<file path="src/rtl/odd_even_sort.sv">
// odd_even_sort: multi-cycle odd-even transposition sorter for N packed
// W-bit elements. One compare/swap phase is performed per clock.
// Supports ascending/descending order, signed/unsigned compare, optional
// early exit and a busy/done handshake.
//   clk, rst  : clock (rising edge), asynchronous active-high reset
//   start     : begin a sort; only looked at in IDLE
//   desc      : 0 ascending, 1 descending; captured with start
//   data_in   : element i = data_in[i*W +: W]; captured with start
//   data_out  : last sorted result, element 0 first in sort order
//   busy      : high while phases are running
//   done      : one-cycle pulse once data_out holds the new result

// Compare/swap cell for one adjacent pair (lo, hi).
module odd_even_sort_cas #(
  parameter int W      = 8,
  parameter int SIGNED = 0
) (
  input  logic         en,
  input  logic         desc,
  input  logic [W-1:0] lo,
  input  logic [W-1:0] hi,
  output logic         swap
);
  // Flipping the MSB turns a two's-complement compare into an unsigned one.
  localparam logic [W-1:0] FLIP = (SIGNED != 0) ? (W'(1) << (W-1)) : '0;

  logic [W-1:0] lo_k, hi_k;
  assign lo_k = lo ^ FLIP;
  assign hi_k = hi ^ FLIP;
  // Strict compares: equal elements stay put, keeping the sort stable.
  assign swap = en & (desc ? (lo_k < hi_k) : (lo_k > hi_k));
endmodule

module odd_even_sort #(
  parameter int N          = 4,
  parameter int W          = 8,
  parameter int SIGNED     = 0,
  parameter int EARLY_EXIT = 1
) (
  input  logic           clk,
  input  logic           rst,
  input  logic           start,
  input  logic           desc,
  input  logic [N*W-1:0] data_in,
  output logic [N*W-1:0] data_out,
  output logic           busy,
  output logic           done
);
  localparam int CW = $clog2(N + 1);

  typedef enum logic [1:0] {IDLE, SORT, DONE} state_t;

  state_t              state_q, state_d;
  logic [N-1:0][W-1:0] arr_q, arr_d, arr_nxt;
  logic [N-1:0][W-1:0] out_q, out_d;
  logic [CW-1:0]       cnt_q, cnt_d;
  logic                desc_q, desc_d;
  logic                clean_q, clean_d;   // previous phase made no swaps
  logic [N-2:0]        swp;
  logic                any_swap, exit_now;

  // Pair (i, i+1) is active when its low index parity matches the phase parity.
  for (genvar i = 0; i < N-1; i++) begin : g_cas
    localparam logic PAR = logic'(i % 2);
    odd_even_sort_cas #(.W(W), .SIGNED(SIGNED)) u_cas (
      .en   (cnt_q[0] == PAR),
      .desc (desc_q),
      .lo   (arr_q[i]),
      .hi   (arr_q[i+1]),
      .swap (swp[i])
    );
  end

  // Active pairs are disjoint, so each element takes at most one neighbour.
  for (genvar j = 0; j < N; j++) begin : g_net
    if (j == 0) begin : g_first
      assign arr_nxt[j] = swp[j] ? arr_q[j+1] : arr_q[j];
    end else if (j == N-1) begin : g_last
      assign arr_nxt[j] = swp[j-1] ? arr_q[j-1] : arr_q[j];
    end else begin : g_mid
      assign arr_nxt[j] = swp[j]   ? arr_q[j+1] :
                          swp[j-1] ? arr_q[j-1] : arr_q[j];
    end
  end

  assign any_swap = |swp;
  assign exit_now = (cnt_q == CW'(N-1)) ||
                    ((EARLY_EXIT != 0) && (cnt_q != '0) && !any_swap && clean_q);

  // State register
  always_ff @(posedge clk or posedge rst) begin
    if (rst) state_q <= IDLE;
    else     state_q <= state_d;
  end

  // Next-state logic
  always_comb begin
    state_d = state_q;
    case (state_q)
      IDLE:    if (start)    state_d = SORT;
      SORT:    if (exit_now) state_d = DONE;
      DONE:                  state_d = IDLE;
      default:               state_d = IDLE;
    endcase
  end

  // Outputs
  always_comb begin
    busy     = (state_q == SORT);
    done     = (state_q == DONE);
    data_out = out_q;
  end

  // Datapath next values
  always_comb begin
    arr_d   = arr_q;
    out_d   = out_q;
    cnt_d   = cnt_q;
    desc_d  = desc_q;
    clean_d = clean_q;
    if (state_q == IDLE && start) begin
      arr_d   = data_in;
      desc_d  = desc;
      cnt_d   = '0;
      clean_d = 1'b0;
    end else if (state_q == SORT) begin
      arr_d   = arr_nxt;
      cnt_d   = cnt_q + 1'b1;
      clean_d = !any_swap;
      if (exit_now) out_d = arr_nxt;
    end
  end

  always_ff @(posedge clk or posedge rst) begin
    if (rst) begin
      arr_q   <= '0;
      out_q   <= '0;
      cnt_q   <= '0;
      desc_q  <= 1'b0;
      clean_q <= 1'b0;
    end else begin
      arr_q   <= arr_d;
      out_q   <= out_d;
      cnt_q   <= cnt_d;
      desc_q  <= desc_d;
      clean_q <= clean_d;
    end
  end
endmodule

</file>
<file path="config.mk">
export PLATFORM = sky130hd
export DESIGN_NAME = odd_even_sort
export DESIGN_NICKNAME = d
export VERILOG_FILES = /design/src/rtl/odd_even_sort.sv
export SDC_FILE = /design/constraint.sdc
export NUM_CORES = 1
export LEC_CHECK = 0
export CAP_MARGIN = 20
export CELL_PAD_IN_SITES_DETAIL_PLACEMENT = 0
export CELL_PAD_IN_SITES_GLOBAL_PLACEMENT = 1
export CORE_UTILIZATION = 43
export CTS_BUF_LIST = sky130_fd_sc_hd__clkbuf_2 sky130_fd_sc_hd__clkbuf_4 sky130_fd_sc_hd__clkbuf_8
export DETAILED_ROUTE_END_ITERATION = 16
export PLACE_DENSITY_LB_ADDON = 0.1
export SLEW_MARGIN = 20
export SYNTH_ARGS = -nofsm -noshare
export SYNTH_HDL_FRONTEND = slang
export SYNTH_SLANG_ARGS = --single-unit
</file>
<file path="constraint.sdc">
create_clock -name clk -period 3.7 [get_ports clk]
set_input_delay 0.74 -clock clk [delete_from_list [all_inputs] [get_ports clk]]
set_output_delay 0.74 -clock clk [all_outputs]
set_load 0.05 [all_outputs]
</file>
After elaboration in Yosys (flattened, before gate mapping)
Cells that the tools add are included.
Storage, ports and cells
  register bits after elaboration: 71
  input port bits: 36
  output and inout bits: 34
  word-level logic and storage cells: 58
Operators by class
  $add $sub $neg: 1
  magnitude comparators: 6
  equality and inequality tests: 5
  muxes and demuxes: 18
  bitwise gates (word level): 5
  reductions and logical operators: 11
Operators with widths (number)
  $mux W32: 2
  $mux W8: 6
  $gt A8 B8 Y1: 3
  $lt A8 B8 Y1: 3
  $mux W3: 2
  $mux W1: 5
  $mux W2: 2
  $pmux W2 S2: 1
  $add A3 B1 Y3 const B: 1
  $and A1 B1 Y1: 3
  $eq A3 B2 Y1 const B: 1
  $logic_and A1 B1 Y1: 3
  $reduce_and A3 Y1: 1
  $reduce_bool A3 Y1: 1
  $reduce_or A3 Y1: 1
  $eq A2 B1 Y1 const B: 1
  $eq A2 B2 Y1 const B: 1
  $logic_not A2 Y1: 1
  $ne A2 B1 Y1 const B: 1
  $ne A2 B2 Y1 const B: 1
  $not A1 Y1: 2
  $reduce_and A2 Y1: 1
  $reduce_bool A2 Y1: 1
  $logic_not A1 Y1: 1
  $logic_or A1 B1 Y1: 1

Logic depth before layout (Yosys ltp)
  word-level depth: 10
  depth in mapped cells: 11
  depth with buffers taken out: 9

Modules after synthesis
A second synthesis with hierarchy kept.
Second synthesis, totals
  cells, all modules: 418
  area, all modules: 4529.3 µm²
By module, submodules not included
  odd_even_sort: times used 1, cells each 328, area an instance 3819.9 µm², sequential area each 1776.7 µm²
  odd_even_sort_cas: times used 3, cells each 30, area an instance 236.5 µm², sequential area each 0.0 µm²

Worst setup path after synthesis
OpenSTA, ideal clock, no wires.
  kind: register to register
  start: register arr_q[19] (netlist bit)
  end: register out_q, in the netlist data_out[24]
  library setup time: 0.127 ns
  data arrival time: 2.818 ns
  data required time: 3.573 ns
  slack: 0.754 ns
  stages on the path, launching flop included: 11
  buffers on the path: 2
  period minus slack after synthesis: 2.946 ns
  cell sequence: dfrtp_1 > ha_1 > and4b_1 > a211oi_2 > o22ai_1 > o21a_1 > buf_2 > or4_4 > o21ai_4 > buf_6 > mux2_1
Between the ends
  longest elaborated chain between the ends: 9
Ends and longest elaborated chain
  start, declared: line 54  | logic [N-1:0][W-1:0] arr_q, arr_d, arr_nxt;
  start signal, assigned: line 142  | arr_q <= arr_d;
  $gt A8 B8 Y1 or $lt A8 B8 Y1 (tied branches): line 31  | assign swap = en & (desc ? (lo_k < hi_k) : (lo_k > hi_k));
  $mux W1: line 31
  $and A1 B1 Y1: line 31
  $reduce_or A3 Y1: line 86  | assign any_swap = |swp;
  $logic_not A1 Y1: line 88  | ((EARLY_EXIT != 0) && (cnt_q != '0) && !any_swap && clean_q);
  $logic_and A1 B1 Y1 (2 in a row): line 88
  $logic_or A1 B1 Y1: line 87  | assign exit_now = (cnt_q == CW'(N-1)) ||
  $reduce_and A3 Y1 (no source line)
  end signal, assigned: line 143  | out_q <= out_d;
  end, declared: line 55  | logic [N-1:0][W-1:0] out_q, out_d;
Parallel ways exist; a longest one is shown, timed or not.
A chain may end at the register's enable or synchronous reset.

Final worst setup path
  start: register arr_q[19] (netlist bit)
  end: register out_q, in the netlist data_out[16]
The elaborated chain is that of the path after synthesis.

==> flow_summary_export.csv <==
group,metric,value,unit
clock_tree,ctsHoldBuffers,0,
worst_setup_path,worstPathCellList,"ha_1 > and4b_1 > a211oi_2 > o22ai_1 > o21a_1 > or4_4 > o21ai_4 > buf_4 > mux2_1",
synthesis,synth_top_area_share,0.399,
cells_and_area,multi_input_area,2410,um2
place,port-buffer-count,69,
clock_tree,insertion_delay,0.36,ns
synthesis,async_flop_share,1.00,
hold_path,hold_depth,1,
worst_setup_path,rr_worst_depth,9,
sta,period_minus_slack,3.15,ns
route,drt_iter0_drc,211,
synthesis,ys_types,44,
worst_setup_path,critPathTopFamily,"compound AO/OA/AOI/OAI gates",
synthesis,yosysWarningCount,0,
worst_setup_path,ff2ff_setup_slack,0.55,ns
worst_setup_path,slowest_delay,0.49,ns
cells_and_area,drive_gt1_frac,0.0881,
synthesis,ys_seq_area_frac,0.399,
global_route,grt_pass1_vias,4040,
global_route,grt_pass1_wl,21.2,mm
route,ant_nets,0,
sta,maxSlewHeadroom,0.531,
global_route,track_usage,0.251,
sta,fin_crit_sh,0.850,
sta,hold_viol_final,0,
clock_tree,clockBufferDepth,2,
worst_setup_path,cp-end-kind,"flop",
hold_path,min_path_type,"reg -> reg",
synthesis,synth_nets,536,
synthesis,synth_area_leader_cell,"dfrtp_1",
clock_tree,ctsResizeCount,0,
clock_tree,cts_tree,"done",
cells_and_area,area_delta_synth_final,23.5,%
route,wl,12.6,mm
worst_setup_path,path_class,"reg -> reg",
synthesis,synth-edff-count,0,
synthesis,netlist_area,4460,um2
worst_setup_path,crit_buf_inv,1,
floorplanning,dieWidth,104,um
sta,worstMarginPinSlew,0.700,ns
worst_setup_path,start_kind,"flop",
place,place.gp.congestion,0.858,
synthesis,avgSynthCellArea,9.43,um2
worst_setup_path,critPathSlowestCell,"or4_4",
global_route,antenna_found_initial,0,
floorplanning,fp.dieH,104,um
route,via_count,3937,
clock_tree,cts_buffers,9,
place,dpl.hpwl,9.43,mm
cells_and_area,fill_cells,951,
sta,rsz0062_at_grt,"no",
sta,max_freq,318,MHz
worst_setup_path,critPathMaxFanout,9,
cells_and_area,regArea,1780,um2
flow_run,max_cap_viol_count,0,
place,dp.cells,663,
worst_setup_path,arrival,3.39,ns
sta,clock-skew-final,0.0115,ns
route,wl_per_cell,18.6,um
hold_path,worstHoldStart,"data_out[17]",
route,drtPass1Iterations,7,
hold_path,holdPathEnd,"data_out[17]",
floorplanning,die_area,10800,um2
worst_setup_path,timing.rr.start,"arr_q[19]",
synthesis,synth_top_flop_cell,"dfrtp_1",
cells_and_area,finalNonFillerCells,678,
sta,drv_slew,0,
run_status,status,"complete, no violations",
floorplanning,start_util,0.450,
synthesis,syn-instance-count,473,
sta,finalSetupViolCount,0,
global_route,grt_max_degree,38,
worst_setup_path,cp.required,3.94,ns
global_route,overflow,0,
cells_and_area,diodes,0,
sta,setup_tns,0,ns
cells_and_area,nets,604,
clock_tree,cts_sinks,71,
clock_tree,cts_root_buf,"clkbuf_8",
route,drt-vias-per-instance,5.81,
floorplanning,pin_count,70,
worst_setup_path,r2r_end,"data_out[16]",
synthesis,synthTopCellsByArea,"dfrtp_1 (40%), ha_1 (7.6%), mux2_1 (6.6%), mux2i_1 (6.1%), o21ai_0 (5.1%)",
sta,holdWs,0.490,ns
clock_tree,clk_pin_slew,0.07,ns
clock_tree,postCtsSetupRepairBufs,0,
synthesis,synth.ff_latch_count,71,
clock_tree,cts_max_level,3,
floorplanning,core,9910,um2
route,drcViolationCount,0,
floorplanning,rows,36,
[stage by stage]
step                worst slack [ns]  cell area (um2)   util
floorplan                      0.754             4460      -
global placement               0.620             5340  0.539
detailed placement             0.544             5340  0.539
CTS                            0.524             5500  0.555
global route                   0.396             5500  0.555
finish                         0.554             5500  0.555
[flip-flops by register name (all words and copies together) (netlist names)]
| register | flops |
|---|---|
| clean_q | 1 |
| data_out | 32 |
| state_q | 2 |
| desc_q | 1 |
| cnt_q | 3 |
| arr_q | 32 |
[cell families (layout without fill, tap and decap cells)]
logic type,count (synthesis),after routing,synth area share
mux,58,58,0.139
compound gates,163,163,0.229
simple gates,87,87,0.0957
buf+inv,67,139,0.0617
fa+ha+maj,27,27,0.0758
flops,71,71,0.399
[routing by layer]
metal | up-vias | wire [um] | GRT usage
met5 | - | 0 | 0
met4 | 0 | 283 | 0.0878
met3 | 25 | 598 | 0.0378
met2 | 114 | 5600 | 0.385
met1 | 1916 | 6160 | 0.361
li1 | 1882 | - | -
[synthesized netlist by cell type, types with 4 or more instances]
cell / count
o211ai_1: 4
mux2_2: 5
dfrtp_1: 71
nor2_1: 14
nor3_1: 18
mux2i_1: 27
nand4_1: 5
a21o_1: 8
nand2_1: 21
inv_1: 37
nor2b_1: 4
a21oi_1: 34
a2bb2oi_1: 7
ha_1: 27
mux2_1: 26
nand3_1: 17
clkbuf_1: 23
a31oi_1: 6
o21ai_0: 45
o31a_1: 8
o22ai_1: 31
[worst max-delay path by stage]
stage / from / endpoint / slack (ns) / cells after the start
floorplan: arr_q[19] / data_out[24] / 0.75 / 10
global placement: arr_q[19] / data_out[18] / 0.62 / 9
detailed placement: arr_q[19] / data_out[29] / 0.54 / 9
CTS: arr_q[19] / data_out[16] / 0.52 / 9
global route: arr_q[19] / data_out[29] / 0.40 / 9
finish: arr_q[19] / data_out[16] / 0.55 / 9
[worst register-to-register path, delay by kind of cell (launching register included)]
kind                     cells  cell delay [ns]
multiplexers                 1             0.34
buffers and inverters        1             0.26
adder cells (fa/ha/maj)      1             0.37
AND/OR/NAND/NOR              2             0.71
flip-flops                   1             0.47
AO/OA/AOI/OAI                4             0.89
[placed cells by master, fill, tap and decap left out, types with 2 or more instances in the layout]
| cell | count |
|---|---|
| nand3_1 | 17 |
| nand2_1 | 21 |
| a22oi_1 | 3 |
| inv_1 | 36 |
| buf_12 | 2 |
| o31a_1 | 8 |
| clkdlybuf4s50_1 | 68 |
| a31oi_1 | 6 |
| dfrtp_1 | 71 |
| o21a_1 | 3 |
| nand4_1 | 5 |
| mux2_1 | 26 |
| nor2_1 | 14 |
| nor3_1 | 18 |
| clkbuf_8 | 10 |
| mux2i_1 | 27 |
| a21o_1 | 8 |
| or3_1 | 2 |
| clkinv_2 | 3 |
| o31ai_1 | 2 |
| mux2_2 | 5 |
| ha_1 | 27 |
| nor2b_1 | 4 |
| o211a_1 | 2 |
| buf_4 | 16 |
| o21ai_0 | 44 |
| a31o_2 | 3 |
| a2bb2oi_1 | 7 |
| a21oi_1 | 34 |
| inv_2 | 2 |
| o22ai_1 | 31 |
| o211ai_1 | 4 |
[final cells by class]
class	instances	share of cell area
clock buffer	11	0.0264
tap	133	0.0302
clock inverter	4	0.00409
timing repair buffer	86	0.153
inverter	38	0.0259
multi-input combinational	335	0.438
sequential	71	0.323
Power is not shown: default switching activity piles up to over one toggle a cycle in this logic, so the estimate is an artifact.
